**src/rtl/sync_fifo_gen.sv**
```systemverilog
// Parameterised single-clock FIFO: registered read data, one-cycle handshake pulses,
// occupancy count with threshold flags, and a synchronous flush that keeps data_out.
module sync_fifo_gen #(
  parameter int DATA_W   = 16,
  parameter int DEPTH    = 8,
  parameter int AF_LEVEL = DEPTH - 1,
  parameter int AE_LEVEL = 1
) (
  input  logic                     clk,
  input  logic                     rst_n,
  input  logic                     flush,
  input  logic                     wr_en,
  input  logic [DATA_W-1:0]        data_in,
  input  logic                     rd_en,
  output logic [DATA_W-1:0]        data_out,
  output logic                     wr_ack,
  output logic                     overflow,
  output logic                     underflow,
  output logic                     full,
  output logic                     empty,
  output logic                     almostfull,
  output logic                     almostempty,
  output logic [$clog2(DEPTH):0]   count
);

  localparam int AW = $clog2(DEPTH);
  localparam int CW = AW + 1;
  localparam logic [CW-1:0] DEPTH_C = CW'(DEPTH);
  localparam logic [CW-1:0] AF_C    = CW'(AF_LEVEL);
  localparam logic [CW-1:0] AE_C    = CW'(AE_LEVEL);

  logic [DATA_W-1:0] mem [DEPTH];
  logic [AW-1:0]     wr_ptr;
  logic [AW-1:0]     rd_ptr;
  logic              wr_acc;
  logic              rd_acc;

  // Flags decode only from the count register, so no request input reaches an output.
  always_comb begin
    full        = (count == DEPTH_C);
    empty       = (count == '0);
    almostfull  = (count >= AF_C) && !full;
    almostempty = (count <= AE_C) && !empty;
    wr_acc      = wr_en && !full;
    rd_acc      = rd_en && !empty;
  end

  // Storage is deliberately left out of reset; stale words are unreachable once count is 0.
  always_ff @(posedge clk) begin
    if (rst_n && !flush && wr_acc) begin
      mem[wr_ptr] <= data_in;
    end
  end

  always_ff @(posedge clk) begin
    if (!rst_n) begin
      wr_ptr    <= '0;
      rd_ptr    <= '0;
      count     <= '0;
      data_out  <= '0;
      wr_ack    <= 1'b0;
      overflow  <= 1'b0;
      underflow <= 1'b0;
    end else if (flush) begin
      wr_ptr    <= '0;
      rd_ptr    <= '0;
      count     <= '0;
      wr_ack    <= 1'b0;
      overflow  <= 1'b0;
      underflow <= 1'b0;
    end else begin
      wr_ack    <= wr_acc;
      overflow  <= wr_en && !wr_acc;
      underflow <= rd_en && !rd_acc;
      if (wr_acc) begin
        wr_ptr <= wr_ptr + AW'(1);
      end
      if (rd_acc) begin
        data_out <= mem[rd_ptr];
        rd_ptr   <= rd_ptr + AW'(1);
      end
      if (wr_acc && !rd_acc) begin
        count <= count + CW'(1);
      end else if (rd_acc && !wr_acc) begin
        count <= count - CW'(1);
      end
    end
  end

endmodule

```
**config.mk**
```make
export PLATFORM = sky130hd
export DESIGN_NAME = sync_fifo_gen
export DESIGN_NICKNAME = d
export VERILOG_FILES = /design/src/rtl/sync_fifo_gen.sv
export SDC_FILE = /design/constraint.sdc
export NUM_CORES = 1
export LEC_CHECK = 0
export BUFFER_PORTS_ARGS = -buffer_cell sky130_fd_sc_hd__buf_4
export CORE_UTILIZATION = 50
export DETAILED_ROUTE_END_ITERATION = 12
export GPL_TIMING_DRIVEN = 0
export HOLD_SLACK_MARGIN = 0.15
export PLACE_DENSITY = 0.73
export SLEW_MARGIN = 40
export SYNTH_ARGS = -nofsm -noshare
export SYNTH_HDL_FRONTEND = slang
export SYNTH_SLANG_ARGS = --single-unit
```
**constraint.sdc**
```tcl
create_clock -name clk -period 2.7 [get_ports clk]
set_input_delay 0.135 -clock clk [delete_from_list [all_inputs] [get_ports clk]]
set_output_delay 0.135 -clock clk [all_outputs]
set_load 0.1 [all_outputs]
```
==> reports/metrics.csv, run 1 <==
stage;metric;value;unit
status;status;finished, final reports clean;
synthesis;yosys synthesis warning count;0;
sta;fin. max-slew vios;0;
power;Net Sw Frac;0.2443;
sta;achievable frequency;0.3967;GHz
synthesis;number of synthesized flops with an enable pin;128;
clocking;Root Buffer;clkbuf_16;
run;Max Cap Violations;0;
synthesis;Synth area leaders;edfxtp_1 63%, mux4_1 11%, dfxtp_1 9.5%;
place;Final Wtd Congestion;0.7476;
floorplanning;Die Width;112.6;µm
clocking;Num CTS Buffers;17;
floorplanning;core area;11960;µm²
synthesis;Unique masters post-synth;32;
synthesis;Yosys top cell area share;0.6289;
place;dpl hpwl;7091;µm
global_route;GRT Overall Usage;0.1954;
detailed_routing;Vias;3140;
detailed_routing;drt pass-1 iters;5;
global_route;first-pass GRT wire length;17390;µm
final_layout;ant diodes;0;
synthesis;register area share after synthesis;0.7238;
final_layout;most frequent cells in the layout;128 x edfxtp_1, 48 x buf_4, 25 x mux4_1, 25 x dfxtp_1, 22 x dlygate4sd3_1;
global_route;largest net degree at the start of global routing;17;
clocking;TritonCTS clock tree;yes;
final_layout;Final Instance Area;7592;µm²
clocking;clock transition at the registers of the reported paths;60;ps
critical_path;Crit Path Max Fanout;16;
synthesis;area leader, netlist;edfxtp_1;
sta;Final setup viols;0;
detailed_routing;wire per inst;20.27;µm
synthesis;#FFs+latches synth;157;
clocking;clk_lat worst skew;420;ps
synthesis;Synth Area in Simple Gates;0.03153;
floorplanning;Die Y;112.6;µm
critical_path;crit path from;count[0];
place;Port Buf Inserts;47;
synthesis;mux cell area share after synthesis;0.1660;
clocking;htree depth;4;
synthesis;Syn Std Cell Area;6112;µm²
power;Max VDD drop;507.9;µV
critical_path;max incr delay on CP;560;ps
sta;final hold vios;0;
detailed_routing;Post-Route WL;11330;µm
critical_path;Worst Path Required;2760;ps
synthesis;synthesized net count;332;
critical_path;CP Launch Type;register;
final_layout;most common cell after layout, fill and taps aside;edfxtp_1;
global_route;number of global-route vias before repair;3235;
critical_path;crit path DAT;2580;ps
synthesis;top_reg_cell synth;edfxtp_1;
critical_path;CP max-delay cell;or3_1;
synthesis;Adder-Cell Fraction of Synth Area;0.01433;
power;Gate power share;0.120;
sta;Setup WS post-layout;179.5;ps
clocking;Num Clock Sinks;157;
critical_path;CP endpoint kind;register;
global_route;antenna violations before repair;0;
synthesis;combinational family with the most area after synthesis;multiplexers;
sta;Slew HR;0.4679;
floorplanning;Die Area;12670;µm²
detailed_routing;vias per cell;5.617;
detailed_routing;DR iter-0 viols;211;
place;dpl cell area;6810;µm²
synthesis;async set or reset register ratio after synthesis;0;
sta;Period Utilization, post-route;0.9335;
detailed_routing;DRT antenna net count;0;
detailed_routing;Remaining DRCs;0;
sta;worst slew pin tran;798.1;ps
synthesis;Synth Instances;304;
critical_path;Crit Path Category;reg2reg;
global_route;grt ovf;0;
power;Pint;4.114;mW
place;worst slack at placement;18.72;ps
critical_path;worst path cell trace;inv_1 > ha_1 > nand3b_1 > nand2_1 > or3_1 > nor2_4;
sta;Worst Skew;7.945;ps
floorplanning;row cnt;40;
synthesis;Post-Synth XOR/XNOR Area;0.01003;
hold_path;Hold Path Class;in2reg;
synthesis;Mapped Avg Cell Area;20.11;µm²
synthesis;compound-gate portion of the synthesized area;0.03234;
critical_path;reg-to-reg startpoint;count[0];
clocking;Clock Tree Buf Depth;2;
sta;unrepaired setup endpoints after global routing;no;
power;net switching power;1.330;mW
floorplanning;Ports;48;
power;LEAKAGE;2.648;nW
power;Seq pwr share;0.493;
power;Clk pwr share;0.388;
final_layout;final net count;429;
power;Power Density;717.1;nW/µm²
final_layout;ratio of cells with drive above 1 in the final layout;0.3010;
hold_path;min-delay src;flush;
sta;Final Critical Period;2520;ps
final_layout;Layout area overhead;24.22;%
floorplanning;initial core utilization;0.5110;
## power groups by stage
stage / Combinational [mW] / Sequential (mW) / Clock, mW
detailed placement: 0.623 / 2.73 / 0
global route: 0.687 / 2.69 / 2.24
floorplan: 0.298 / 2.90 / 0
global placement: 0.607 / 2.73 / 0
CTS: 0.652 / 2.68 / 2.14
finish: 0.652 / 2.68 / 2.11
## synthesized netlist by cell type, types with 3 or more instances
cell type	instances
xor2_1	6
edfxtp_1	128
dfxtp_1	29
ha_1	7
a22o_1	17
buf_12	3
mux2_2	16
nand2b_1	4
inv_1	4
a21oi_1	4
nor2_1	19
mux4_2	7
nand2_1	3
mux4_1	25
clkbuf_1	7
## state kept, by name, summed over array words and instances (netlist names)
register and cells:
data_out 16, wr_ack 1, count 4, overflow 1, mem 128, rd_ptr 3, underflow 1, wr_ptr 3
## area by class of cell
| type | count | area (µm²) |
|---|---|---|
| flip-flops and latches | 157 | 4429 |
| fillers | 822 | 4369 |
| multi-input cells | 129 | 1628 |
| repair buffers | 78 | 703.2 |
| clock buffers | 21 | 440.4 |
| well taps | 147 | 183.9 |
| plain buffers | 14 | 118.9 |
| clock inverters | 9 | 73.82 |
| inverters | 4 | 15.01 |
## path summary, 6_finish.rpt
path,endpoint,slack (ps),cells after the start
worst min-delay path,data_out[14],380,3
worst min register to register,data_out[9],480,1
worst max-delay path,mem[2][0],180,6
worst max register to register,mem[2][0],180,6
## worst max-delay path: cells and delay by family, from the launching register on
kind	cells	cell delay (ps)
DFF	1	400
buffers and inverters	1	80
adders and majority gates	1	240
and+or+nand+nor	4	1430
## cell families (layout without fill, tap and decap cells)
family | after synthesis | in the layout
flops | 157 | 157
mux | 50 | 50
simple gates | 40 | 40
compound gates | 25 | 25
buf+inv | 18 | 126
fa+ha+maj | 7 | 7
xor+xnor | 7 | 7
## stage by stage
step	hold WS [ps]	TNS (ps)	cells	power [mW]	utilization
2_1_floorplan	233.9	-3168	304	3.195	-
3_3_place_gp	363.7	-20070	498	3.337	0.5583
3_5_place_dp	370.3	0	504	3.357	0.5694
4_1_cts	359.9	0	556	5.476	0.6308
5_1_grt	391.1	0	559	5.610	0.6347
6_report	381.4	0	559	5.445	0.6347
## per-layer routing
| metal | share of wire | vias up | GRT usage |
|---|---|---|---|
| met5 | 0 | - | 0 |
| met4 | 0.018 | 0 | 0.1067 |
| met3 | 0.043 | 16 | 0.04806 |
| met2 | 0.52 | 77 | 0.3313 |
| met1 | 0.42 | 1600 | 0.2302 |
| li1 | - | 1447 | - |
## repair_timing
action / in CTS / in global routing
setup endpoints to repair: 0 / 48
buffers inserted: 0 / 3
gates resized for setup: 0 / 0
hold buffers: 22 / 0
hold endpoints to repair: 135 / 0
Note: power is estimated with default switching activity, not from simulation.
==> run 2, diff against run 1 <==
Settings changed: CORE_UTILIZATION 50 to 53, GPL_TIMING_DRIVEN 0 to not set, PLACE_DENSITY 0.73 to 0.74.
Clock period 2.7 ns to 2.5 ns, I/O delays scaled along.
==> run 2 against run 1 <==
Clock power rose by 23%. Worst hold slack got worse by 120 ps. First-iteration DRC count fell by 27%. Die area fell by 5.6%. Sequential cell count did not move. Critical path type unchanged. Largest power group unchanged. Highest routed layer unchanged.
==> reports/metrics.csv, run 2 (synthesis results as in run 1) <==
stage;metric;value;unit
floorplanning;Die Y;109.4;µm
sta;unrepaired setup endpoints after global routing;no;
sta;worst slew pin tran;752.1;ps
critical_path;r2r setup slk;240;ps
run;Max Cap Violations;0;
final_layout;Layout area overhead;23.71;%
floorplanning;core area;11030;µm²
place;worst slack at placement;252.8;ps
power;Clk pwr share;0.419;
clocking;htree depth;4;
power;Net Sw Frac;0.2452;
floorplanning;Ports;48;
floorplanning;Die Area;11970;µm²
global_route;antenna violations before repair;0;
place;Final Wtd Congestion;0.7887;
clocking;Resize count post-CTS;0;
final_layout;ratio of cells with drive above 1 in the final layout;0.3317;
critical_path;worst path cell trace;inv_1 > ha_2 > nand3b_1 > nand2_2 > inv_1 > ha_1 > or4_1 > a21oi_1 > xnor2_1 > nor2_1;
critical_path;max incr delay on CP;410;ps
clocking;Root Buffer;clkbuf_16;
sta;setup total negative slack;0;ps
global_route;GRT Overall Usage;0.2040;
detailed_routing;Vias;3075;
final_layout;final net count;422;
sta;Slew HR;0.4968;
critical_path;CP Launch Type;register;
global_route;largest net degree at the start of global routing;35;
detailed_routing;drt pass-1 iters;4;
power;LEAKAGE;2.654;nW
sta;achievable frequency;0.4422;GHz
detailed_routing;DRT antenna net count;0;
clocking;clk_lat worst skew;420;ps
power;Pint;4.661;mW
global_route;first-pass GRT wire length;16960;µm
final_layout;most common cell after layout, fill and taps aside;edfxtp_1;
detailed_routing;Post-Route WL;11070;µm
sta;fin. max-slew vios;0;
detailed_routing;DR iter-0 viols;154;
final_layout;ant diodes;0;
power;Max VDD drop;579.6;µV
sta;Period Utilization, post-route;0.9046;
power;Seq pwr share;0.470;
sta;Setup WS post-layout;238.6;ps
critical_path;CP max-delay cell;or4_1;
final_layout;most frequent cells in the layout;128 x edfxtp_1, 63 x buf_4, 25 x mux4_1;
global_route;number of global-route vias before repair;3144;
clocking;clock transition at the registers of the reported paths;60;ps
place;dpl hpwl;6666;µm
detailed_routing;vias per cell;5.622;
final_layout;fillcell total;728;
place;Port Buf Inserts;47;
global_route;grt ovf;0;
sta;Worst Skew;6.830;ps
final_layout;max reg flops;128;
clocking;Num CTS Buffers;17;
critical_path;Crit Path Max Fanout;6;
sta;Final Critical Period;2261;ps
floorplanning;row cnt;38;
clocking;Clock Tree Buf Depth;2;
detailed_routing;wire per inst;20.23;µm
final_layout;Biggest register;mem;
sta;final hold vios;0;
power;Power Density;816.7;nW/µm²
clocking;Num Clock Sinks;157;
floorplanning;Die Width;109.4;µm
clocking;TritonCTS clock tree;yes;
floorplanning;initial core utilization;0.5541;
final_layout;Top Registers;mem x128, data_out x16, count x4;
critical_path;Worst Path Required;2790;ps
power;Final Power;6.175;mW
status;status;finished, final reports clean;
sta;Final setup viols;0;
detailed_routing;Remaining DRCs;0;
critical_path;crit path DAT;2550;ps
power;Gate power share;0.111;
critical_path;most used cell, CP;inv_1;
critical_path;Crit Path Category;reg2reg;
power;net switching power;1.514;mW
hold_path;Hold Path Class;in2reg;
critical_path;CP endpoint kind;register;
[run 2: area by class of cell]
type / instances / area, µm² / share of cell area
clock buffer: 18 / 429.2 / 0.05676
clock inverter: 14 / 170.2 / 0.02251
inverter: 4 / 15.01 / 0.001986
multi-input combinational: 129 / 1620 / 0.2143
sequential: 157 / 4438 / 0.5870
tap: 140 / 175.2 / 0.02317
timing repair buffer: 85 / 713.2 / 0.09432
[run 2: critical path, delay by kind of cell (launching register included)]
kind	cells	cell delay, ps
AOI/OAI and AO/OA	1	190
DFF	1	360
adders and majority gates	2	480
and+or+nand+nor	4	830
xor gates and xnor gates	1	130
buffers and inverters	2	160
[run 2: path summary, 6_finish.rpt]
path                               endpoint  cells after the start   startpoint
worst max register to register     count[3]                     10     count[1]
worst max-delay path               count[3]                     10     count[1]
worst min-delay path               count[1]                      3        rst_n
worst min register to register  data_out[9]                      1  data_out[9]
[run 2: metal layers]
layer / GRT usage / wire length (µm)
met3: 0.04505 / 356
met5: 0 / 0
met4: 0.09905 / 274
met1: 0.2623 / 4979
met2: 0.3315 / 5457
[run 2: power groups by stage]
stage / clock network, mW / logic (mW) / registers [mW]
3_5_place_dp: 0 / 0.664 / 2.96
2_1_floorplan: 0 / 0.334 / 3.13
5_1_grt: 2.72 / 0.724 / 2.91
4_1_cts: 2.62 / 0.690 / 2.90
3_3_place_gp: 0 / 0.655 / 2.95
6_report: 2.59 / 0.686 / 2.90
[run 2: what timing repair did]
item,4_1_cts,5_1_grt
endpoints found under the hold margin,136,0
hold buffers,20,0
buffers inserted,0,0
[run 2: per-stage QoR]
| stage | hold WS, ps | util | instance area, µm² | cells |
|---|---|---|---|---|
| CTS | 258.2 | 0.6855 | 7561 | 547 |
| floorplan | 223.9 | - | 6191 | 304 |
| global placement | 355.9 | 0.6130 | 6761 | 495 |
| detailed placement | 362.9 | 0.6130 | 6761 | 495 |
| finish | 261.2 | 0.6855 | 7561 | 547 |
| global route | 297.7 | 0.6855 | 7561 | 547 |
==> run 3, diff against run 2 <==
Clock period 2.5 ns to 2.18 ns, I/O delays scaled along.
==> run 3 against run 2 <==
Cell area rose by 0.65%. Sequential power rose by 15%. Sequential share of layout area fell by 0.34 points. Critical path depth fell by 3. Non-clock buffer count rose by 4. Worst setup slack got worse by 70 ps. Critical path type unchanged. Critical endpoint is now mem[4][8]. Largest power group unchanged. Highest routed layer unchanged.
==> reports/metrics.csv, run 3 (synthesis results as in run 1) <==
stage;metric;value;unit
clocking;clock transition at the registers of the reported paths;60;ps
global_route;largest net degree at the start of global routing;35;
detailed_routing;vias per cell;5.661;
critical_path;Crit Path Category;reg2reg;
global_route;first-pass GRT wire length;17330;µm
clocking;Resize count post-CTS;0;
detailed_routing;DR iter-0 viols;116;
clocking;clk_lat worst skew;410;ps
power;Final Power;6.814;mW
final_layout;fillcell total;738;
sta;achievable frequency;0.4973;GHz
detailed_routing;Vias;3119;
critical_path;CP endpoint kind;register;
clocking;Num CTS Buffers;17;
place;placed insts;497;
final_layout;ratio of cells with drive above 1 in the final layout;0.3406;
final_layout;most common cell after layout, fill and taps aside;edfxtp_1;
floorplanning;Die Width;109.4;µm
clocking;Clock Tree Buf Depth;2;
status;status;finished, final reports clean;
critical_path;Worst Path Required;2280;ps
final_layout;final net count;426;
clocking;Root Buffer;clkbuf_16;
final_layout;register area;4441;µm²
clocking;htree depth;4;
sta;fin. max-slew vios;0;
detailed_routing;wire per inst;20.33;µm
detailed_routing;Met3 Routed Length;518;µm
critical_path;crit path DAT;2110;ps
floorplanning;core area;11030;µm²
detailed_routing;drt pass-1 iters;4;
clocking;Num Clock Sinks;157;
detailed_routing;DRT antenna net count;0;
global_route;antenna violations before repair;0;
final_layout;ant diodes;0;
floorplanning;Die Area;11970;µm²
detailed_routing;met2 WL post-DR;5504;µm
sta;Worst Skew;8.470;ps
floorplanning;row cnt;38;
detailed_routing;Remaining DRCs;0;
place;dpl cell area;6845;µm²
detailed_routing;Highest Signal Layer;met4;
floorplanning;initial core utilization;0.5541;
power;Max VDD drop;549.9;µV
final_layout;Post-Layout Cell Count;551;
sta;setup total negative slack;0;ps
sta;Period Utilization, post-route;0.9225;
hold_path;Hold Path Class;in2reg;
sta;worst slew pin tran;704.5;ps
global_route;grt ovf;0;
sta;WHS;220.2;ps
final_layout;Final Instance Area;7610;µm²
sta;Final setup viols;0;
final_layout;most frequent cells in the layout;128 x edfxtp_1, 62 x buf_4, 25 x mux4_1;
place;Final Wtd Congestion;0.7790;
clocking;Post-CTS Setup Repair Bufs;0;
place;dpl hpwl;6664;µm
sta;Slew HR;0.5303;
final_layout;Layout area overhead;24.50;%
floorplanning;Die Y;109.4;µm
clocking;TritonCTS clock tree;yes;
final_layout;Top Registers;mem x128, data_out x16, count x4;
global_route;number of global-route vias before repair;3192;
floorplanning;Ports;48;
final_layout;Biggest register;mem;
power;LEAKAGE;2.666;nW
sta;final hold vios;0;
sta;Final Critical Period;2011;ps
critical_path;CP Launch Type;register;
place;Port Buf Inserts;47;
critical_path;Crit Path Max Fanout;11;
clocking;Post-CTS Hold Fix Bufs;22;
detailed_routing;Post-Route WL;11200;µm
sta;unrepaired setup endpoints after global routing;no;
run;Max Cap Violations;0;
global_route;GRT Overall Usage;0.2097;
final_layout;area of the multi-input gates;1644;µm²
detailed_routing;met1 wire length;4979;µm
power;Power Density;895.5;nW/µm²
final_layout;max reg flops;128;
==> run 3: changes by cell type in the layout (fill, tap and decap cells not counted), moves of 3 or more <==
| cell | before | now |
|---|---|---|
| nor2_1 | 15 | 12 |
| buf_12 | 2 | 5 |
| nor2_2 | 1 | 4 |
| clkinvlp_4 | 7 | 4 |
| clkinv_2 | 2 | 5 |
==> run 3: layout make-up <==
type	instances	share of cell area
Timing Repair Buffer	89	0.1033
Inverter	4	0.002631
Clock inverter	12	0.01282
Clock buffer	20	0.05870
Sequential cell	157	0.5835
Tap cell	140	0.02302
Multi-Input combinational cell	129	0.2160
==> run 3: worst max-delay path, cell delays in order (launching register included) <==
cell      delay [ps]
dfxtp_4          400
inv_4             50
ha_4             170
nand3b_1         120
buf_4            150
nand4_1          290
nor3_4           240
buf_4            280
==> run 3: per-layer routing <==
metal  track usage  up-vias
met2        0.3275       72
met3       0.04920       15
li1              -     1436
met5             0        -
met4        0.1048        0
met1        0.2782     1596
==> run 3: path summary, 6_finish.rpt <==
| check | start | to | slack (ps) | cells after the start |
|---|---|---|---|---|
| hold reg to reg | data_out[7] | data_out[7] | 480 | 1 |
| setup / recovery | count[0] | mem[4][8] | 170 | 7 |
| hold / removal | flush | count[2] | 220 | 4 |
| setup reg to reg | count[0] | mem[4][8] | 170 | 7 |
==> run 3: stage by stage <==
step / utilization / setup WS (ps)
after global placement: 0.6206 / 205.7
after floorplan: - / -216.7
after CTS: 0.6899 / 147.4
after detailed placement: 0.6206 / 186.8
after global routing: 0.6899 / 46.55
final: 0.6899 / 169.0
==> run 3: power by group <==
part           internal, mW  total [mW]  switching, mW
sequential             3.29        3.33         0.0438
clock                  1.58        2.68           1.10
combinational         0.270       0.798          0.528
total                  5.14        6.81           1.67
